`src/rtl/clock_pkg.sv`:
```
// Shared constants for the digital clock: digit selector codes, BCD digit
// limits and the default 1 Hz prescaler divide ratio.
package clock_pkg;

   // Digit selector used by time setting (and the alarm block)
   typedef enum logic [2:0] {
      SEL_HOUR1 = 3'd2,
      SEL_HOUR0 = 3'd3,
      SEL_MIN1  = 3'd4,
      SEL_MIN0  = 3'd5
   } sel_e;

   localparam logic [3:0] BCD_LIM_9 = 4'd9;
   localparam logic [3:0] BCD_LIM_5 = 4'd5;
   localparam logic [3:0] BCD_LIM_2 = 4'd2;
   localparam logic [3:0] BCD_LIM_3 = 4'd3;

   localparam int TICK_DIV_DEFAULT = 50_000_000;

endpackage

```
`src/rtl/time_counter_bcd_digit.sv`:
```
// Single BCD digit register: increments when enabled, wraps to 0 at (or
// beyond) its limit and flags the wrap with a same-cycle carry pulse.
module bcd_digit
   import clock_pkg::*;
(
   input  logic       clk,
   input  logic       rst,
   input  logic       en_i,
   input  logic       inc_i,
   input  logic       clr_i,
   input  logic [3:0] lim_i,
   output logic [3:0] q_o,
   output logic       carry_o
);

   logic [3:0] q_q, q_d;
   logic       wrap;

   // ">=" so a corrupted out-of-range digit returns to 0 on its next increment
   assign wrap    = (q_q >= lim_i);
   assign carry_o = en_i & inc_i & ~clr_i & wrap;
   assign q_o     = q_q;

   // Next digit value: clear wins over increment
   always_comb begin
      q_d = q_q;
      if (clr_i) begin
         q_d = 4'd0;
      end else if (en_i && inc_i) begin
         q_d = wrap ? 4'd0 : q_q + 4'd1;
      end
   end

   // Digit register with synchronous reset
   always_ff @(posedge clk) begin
      if (rst) q_q <= 4'd0;
      else     q_q <= q_d;
   end

endmodule

```
`src/rtl/time_counter.sv`:
```
// BCD time-of-day counter: prescaler to a 1 Hz tick, HH:MM:SS chain with
// single-cycle carry ripple, and digit-by-digit setting of hours/minutes.
//
// Selector state (timeSetSel)
//   state     | meaning
//   SEL_HOUR1 | add edits hour tens (0..2), hour0 clamped to 3 on step to 2
//   SEL_HOUR0 | add edits hour units (limit 3 when hour1=2, else 9)
//   SEL_MIN1  | add edits minute tens (0..5)
//   SEL_MIN0  | add edits minute units (0..9)
module time_counter
   import clock_pkg::*;
#(
   parameter int TICK_DIV = TICK_DIV_DEFAULT
)(
   input  logic       clk,
   input  logic       rst,
   input  logic       timeSetMod,
   input  logic       selPress,
   input  logic       addPress,
   output logic [3:0] hour1,
   output logic [3:0] hour0,
   output logic [3:0] minute1,
   output logic [3:0] minute0,
   output logic [3:0] second1,
   output logic [3:0] second0,
   output logic [2:0] timeSetSel,
   output logic       secTick
);

   localparam int PW = (TICK_DIV > 2) ? $clog2(TICK_DIV) : 1;

   logic [PW-1:0] presc_q, presc_d;
   logic          run_tick;
   logic          tick_q;
   sel_e          sel_q, sel_d;
   logic [3:0]    h1_q, h1_d, h0_q, h0_d, h0_lim;
   logic          s0_c, s1_c, m0_c, m1_c;
   logic          add_m0, add_m1;

   assign run_tick = !timeSetMod && (presc_q == PW'(TICK_DIV - 1));
   assign add_m0   = addPress && (sel_q == SEL_MIN0);
   assign add_m1   = addPress && (sel_q == SEL_MIN1);

   // Prescaler: free-runs in run mode, parked at 0 in set mode
   always_comb begin
      presc_d = presc_q + PW'(1);
      if (timeSetMod || run_tick) presc_d = '0;
   end

   // Selector steps only in set mode; any illegal code recovers to hour1
   always_comb begin
      sel_d = sel_q;
      if (timeSetMod && selPress) begin
         case (sel_q)
            SEL_HOUR1: sel_d = SEL_HOUR0;
            SEL_HOUR0: sel_d = SEL_MIN1;
            SEL_MIN1:  sel_d = SEL_MIN0;
            default:   sel_d = SEL_HOUR1;
         endcase
      end
   end

   // Hour digits: run-mode rollover at 23, set-mode edits without carry
   always_comb begin
      h1_d   = h1_q;
      h0_d   = h0_q;
      h0_lim = (h1_q >= BCD_LIM_2) ? BCD_LIM_3 : BCD_LIM_9;
      if (timeSetMod) begin
         if (addPress && sel_q == SEL_HOUR1) begin
            h1_d = (h1_q >= BCD_LIM_2) ? 4'd0 : h1_q + 4'd1;
            if (h1_d == BCD_LIM_2 && h0_q > BCD_LIM_3) h0_d = BCD_LIM_3;
         end else if (addPress && sel_q == SEL_HOUR0) begin
            h0_d = (h0_q >= h0_lim) ? 4'd0 : h0_q + 4'd1;
         end
      end else if (m1_c) begin
         if (h0_q >= h0_lim) begin
            h0_d = 4'd0;
            h1_d = (h1_q >= BCD_LIM_2) ? 4'd0 : h1_q + 4'd1;
         end else begin
            h0_d = h0_q + 4'd1;
         end
      end
   end

   // Prescaler, selector, hours and tick registers
   always_ff @(posedge clk) begin
      if (rst) begin
         presc_q <= '0;
         sel_q   <= SEL_HOUR1;
         h1_q    <= 4'd0;
         h0_q    <= 4'd0;
         tick_q  <= 1'b0;
      end else begin
         presc_q <= presc_d;
         sel_q   <= sel_d;
         h1_q    <= h1_d;
         h0_q    <= h0_d;
         tick_q  <= run_tick;
      end
   end

   bcd_digit u_sec0 (
      .clk(clk), .rst(rst), .en_i(run_tick), .inc_i(1'b1), .clr_i(timeSetMod),
      .lim_i(BCD_LIM_9), .q_o(second0), .carry_o(s0_c)
   );

   bcd_digit u_sec1 (
      .clk(clk), .rst(rst), .en_i(1'b1), .inc_i(s0_c), .clr_i(timeSetMod),
      .lim_i(BCD_LIM_5), .q_o(second1), .carry_o(s1_c)
   );

   bcd_digit u_min0 (
      .clk(clk), .rst(rst), .en_i(1'b1), .inc_i(timeSetMod ? add_m0 : s1_c), .clr_i(1'b0),
      .lim_i(BCD_LIM_9), .q_o(minute0), .carry_o(m0_c)
   );

   bcd_digit u_min1 (
      .clk(clk), .rst(rst), .en_i(1'b1), .inc_i(timeSetMod ? add_m1 : m0_c), .clr_i(1'b0),
      .lim_i(BCD_LIM_5), .q_o(minute1), .carry_o(m1_c)
   );

   assign hour1      = h1_q;
   assign hour0      = h0_q;
   assign timeSetSel = sel_q;
   assign secTick    = tick_q;

endmodule
```
`config.mk`:
```
export PLATFORM = sky130hd
export DESIGN_NAME = time_counter
export DESIGN_NICKNAME = d
export VERILOG_FILES = /design/src/rtl/clock_pkg.sv /design/src/rtl/time_counter_bcd_digit.sv /design/src/rtl/time_counter.sv
export SDC_FILE = /design/constraint.sdc
export NUM_CORES = 1
export LEC_CHECK = 0
export ABC_CLOCK_PERIOD_IN_PS = 3600
export CAP_MARGIN = 20
export CORE_ASPECT_RATIO = 0.7
export CORE_MARGIN = 2
export CORE_UTILIZATION = 55
export CTS_CLUSTER_DIAMETER = 200
export DETAILED_ROUTE_END_ITERATION = 16
export GPL_ROUTABILITY_DRIVEN = 0
export GPL_TIMING_DRIVEN = 0
export PLACE_DENSITY = 0.79
export REMOVE_ABC_BUFFERS = 1
export SKIP_LAST_GASP = 1
export SYNTH_ARGS = -nofsm -noshare
export SYNTH_HDL_FRONTEND = slang
export SYNTH_SLANG_ARGS = --single-unit
export TNS_END_PERCENT = 100
```
`constraint.sdc`:
```
create_clock -name clk -period 3.6 [get_ports clk]
set_input_delay 1.08 -clock clk [delete_from_list [all_inputs] [get_ports clk]]
set_output_delay 1.08 -clock clk [all_outputs]
set_load 0.01 [all_outputs]
```
==> flow_summary.toml <==
[worst_setup_path]
crit_start = "hour1[0]$_SDFFE_PP0P_"
path_class = "register to register"
rr_startpoint = "hour1[0]$_SDFFE_PP0P_"
max_stage_delay_ns = 0.48
cp_cell_sequence = "inv_1 -> ha_1 -> or4_4 -> inv_1 -> ha_1 -> a211o_1 -> a21oi_1 -> nand2_1 -> or4b_1 -> a21oi_1"
path_buf_inv = 2
crit_family = "simple AND/OR/NAND/NOR gates"
worst_setup_path_start_kind = "register"
cp-end-kind = "register"
crit_slowest_cell = "or4b_1"
critical_path_peak_fanout = 6
cp.required_ns = 3.82
cp.arrival_ns = 3.22

[global_routing]
grt_pass1_wl_microns = 9400
grt_max_degree = 24
grt_use_met3 = 0.0498
overflow = 0
grt_pass1_vias = 2063
use_met2 = 0.282
globalRouteTotalUtil = 0.209
busiest_layer = "met1"
antenna_found_initial = 0
met1_usage = 0.326

[routing]
routed-via-count = 2278
drt_iter0_drc = 90
routed_wl_microns = 5420
firstDrtPassIters = 5
vias_per_cell = 5.53
antenna_left = 0
avgRoutedWirePerCell_microns = 13.1
drc_errors = 0

[cts]
cts_setup_buffers = 0
cts_max_level = 2
clkLatencyLatePin_ns = 0.30
clock-root-buffer = "clkbuf_8"
path_clk_slew_ns = 0.09
cts_resized = 0
cts_tree = "built"
clockBufferDepth = 2
ctsHoldBuffers = 0
cts_num_sinks = 54
cts_made_buffers = 5

[power_and_ir_drop]
p_per_area_mw_per_mm2 = 307
ir_worst_vdd_mv = 0.193
p_leak_nw = 1.16
power_mw = 0.980

[floorplan]
die_height_microns = 63.3
pin_count = 33
core_sq_mm = 0.00481
die_w_microns = 88.7
die_area_sq_mm = 0.00562
row_count = 21
initial_core_util = 0.575

[finish]
nNetsFinal = 366
seq_area_sq_mm = 0.00108
drive_gt1_frac = 0.0525
fin_util = 0.663
area_growth_pct = 15.3
fill_cells = 423
insertedDiodeCount = 0
stdcell_area_sq_mm = 0.00319
multiInputGateArea_sq_mm = 0.00154

[yosys]
async_flop_share = 0
synth_area_leaders = "dfxtp_1 (39%), ha_1 (8.1%), nor2_1 (6.2%)"
yosysWarnings = 0
ys_ff_latch = 54
ys.flop_type = "dfxtp_1"
yosys-top-cells-count = "dfxtp_1 (54), nor2_1 (46), inv_1 (22), ha_1 (18), nand2_1 (18)"
synthCells = 314
syn_area_per_cell_sq_um = 8.81
synth_top_area_frac = 0.391
syn_area_sq_mm = 0.00277
yosysTopAreaCell = "dfxtp_1"
synth_edf_count = 0
ys_seq_area_frac = 0.391
yosysMostFrequentCell = "dfxtp_1"
synth_cell_type_count = 53

[min_path]
hp-class = "register to register"
min_from = "presc_q[0]$_SDFF_PP0_"

[sta]
hold_viol_final = 0
worst_pin_slew_ns = 0.811
setup_viol = 0
report.final.slew_viol_count = 0
fin_tns_setup_ns = 0
clock.fmax_ghz = 0.334
rsz0062_at_grt = "false"
slew-limit-headroom = 0.457
min_period_ns = 3.00
period_share = 0.832
fin_skew_ns = 0.00914

[status]
status = "finished clean"

[place]
dp_hpwl_microns = 3930
place_area_sq_mm = 0.00311
port-buffer-count = 32

[run]
drv_cap = 0
==> power by group <==
part	internal, mW	switching [mW]
Clock	0.131	0.185
Combinational	0.0234	0.0319
Sequential	0.601	0.00676
==> sequential cells by signal, indices dropped and copies added (netlist names) <==
| register | flops |
|---|---|
| u_min1.q_o | 4 |
| u_sec0.q_o | 4 |
| u_min0.q_o | 4 |
| secTick | 1 |
| presc_q | 26 |
| timeSetSel | 3 |
| u_sec1.q_o | 4 |
| hour0 | 4 |
| hour1 | 4 |
==> path summary, 6_finish.rpt <==
path / to / slack [ns] / depth (start not counted)
max: hour0[2]$_SDFFE_PP0P_ / 0.60 / 10
min: presc_q[0]$_SDFF_PP0_ / 0.45 / 1
max reg2reg: hour0[2]$_SDFFE_PP0P_ / 0.60 / 10
min reg2reg: presc_q[0]$_SDFF_PP0_ / 0.45 / 1
==> cell families after synthesis <==
kind of cell             share of synthesized area
adder cells (fa/ha/maj)                     0.0814
AO/OA/AOI/OAI                                0.119
AND/OR/NAND/NOR                              0.259
flip-flops                                   0.391
multiplexers                                0.0109
XOR/XNOR                                    0.0855
buffers and inverters                       0.0525
==> metrics by stage <==
| step | std cells | hold slack (ns) | worst slack [ns] |
|---|---|---|---|
| 4_1_cts | 412 | 0.456 | 0.622 |
| 3_3_place_gp | 405 | 0.436 | 0.371 |
| 5_1_grt | 412 | 0.477 | 0.403 |
| 2_1_floorplan | 304 | 0.418 | 0.887 |
| 3_5_place_dp | 405 | 0.440 | 0.313 |
| 6_report | 412 | 0.448 | 0.604 |
==> layout by cell type, fill, tap and decap left out, drive strengths merged, types with 2 or more instances in the layout <==
master and n:
clkdlybuf4s50 32, o31ai 4, and4 3, o21ai 10
nor4b 3, or2 2, ha 18, inv 22
dfxtp 54, or3b 2, and3 6, nand4 11
nand3 12, nor3 6, xnor2 10, o31a 2
clkbuf 5, nor3b 3, nand2 19, or4 3
nand2b 3, nor4 3, or3 6, clkinv 2
xor2 17, or4b 2, a31oi 2, a21oi 15
nor2 46, a211oi 5, mux2i 3
==> routing by layer <==
layer,vias to the layer above,share of wire
met5,-,0
met4,0,0.0078
met3,4,0.040
met2,49,0.42
met1,1078,0.53
li1,1147,-
==> final cells by class <==
class,instances,area share
repair buffers,32,0.100
clock inverters,2,0.00314
well taps,69,0.0271
inverters,22,0.0259
flip-flops and latches,54,0.339
clock buffers,5,0.0216
multi-input cells,228,0.483
(Power assumes the default switching activity.)
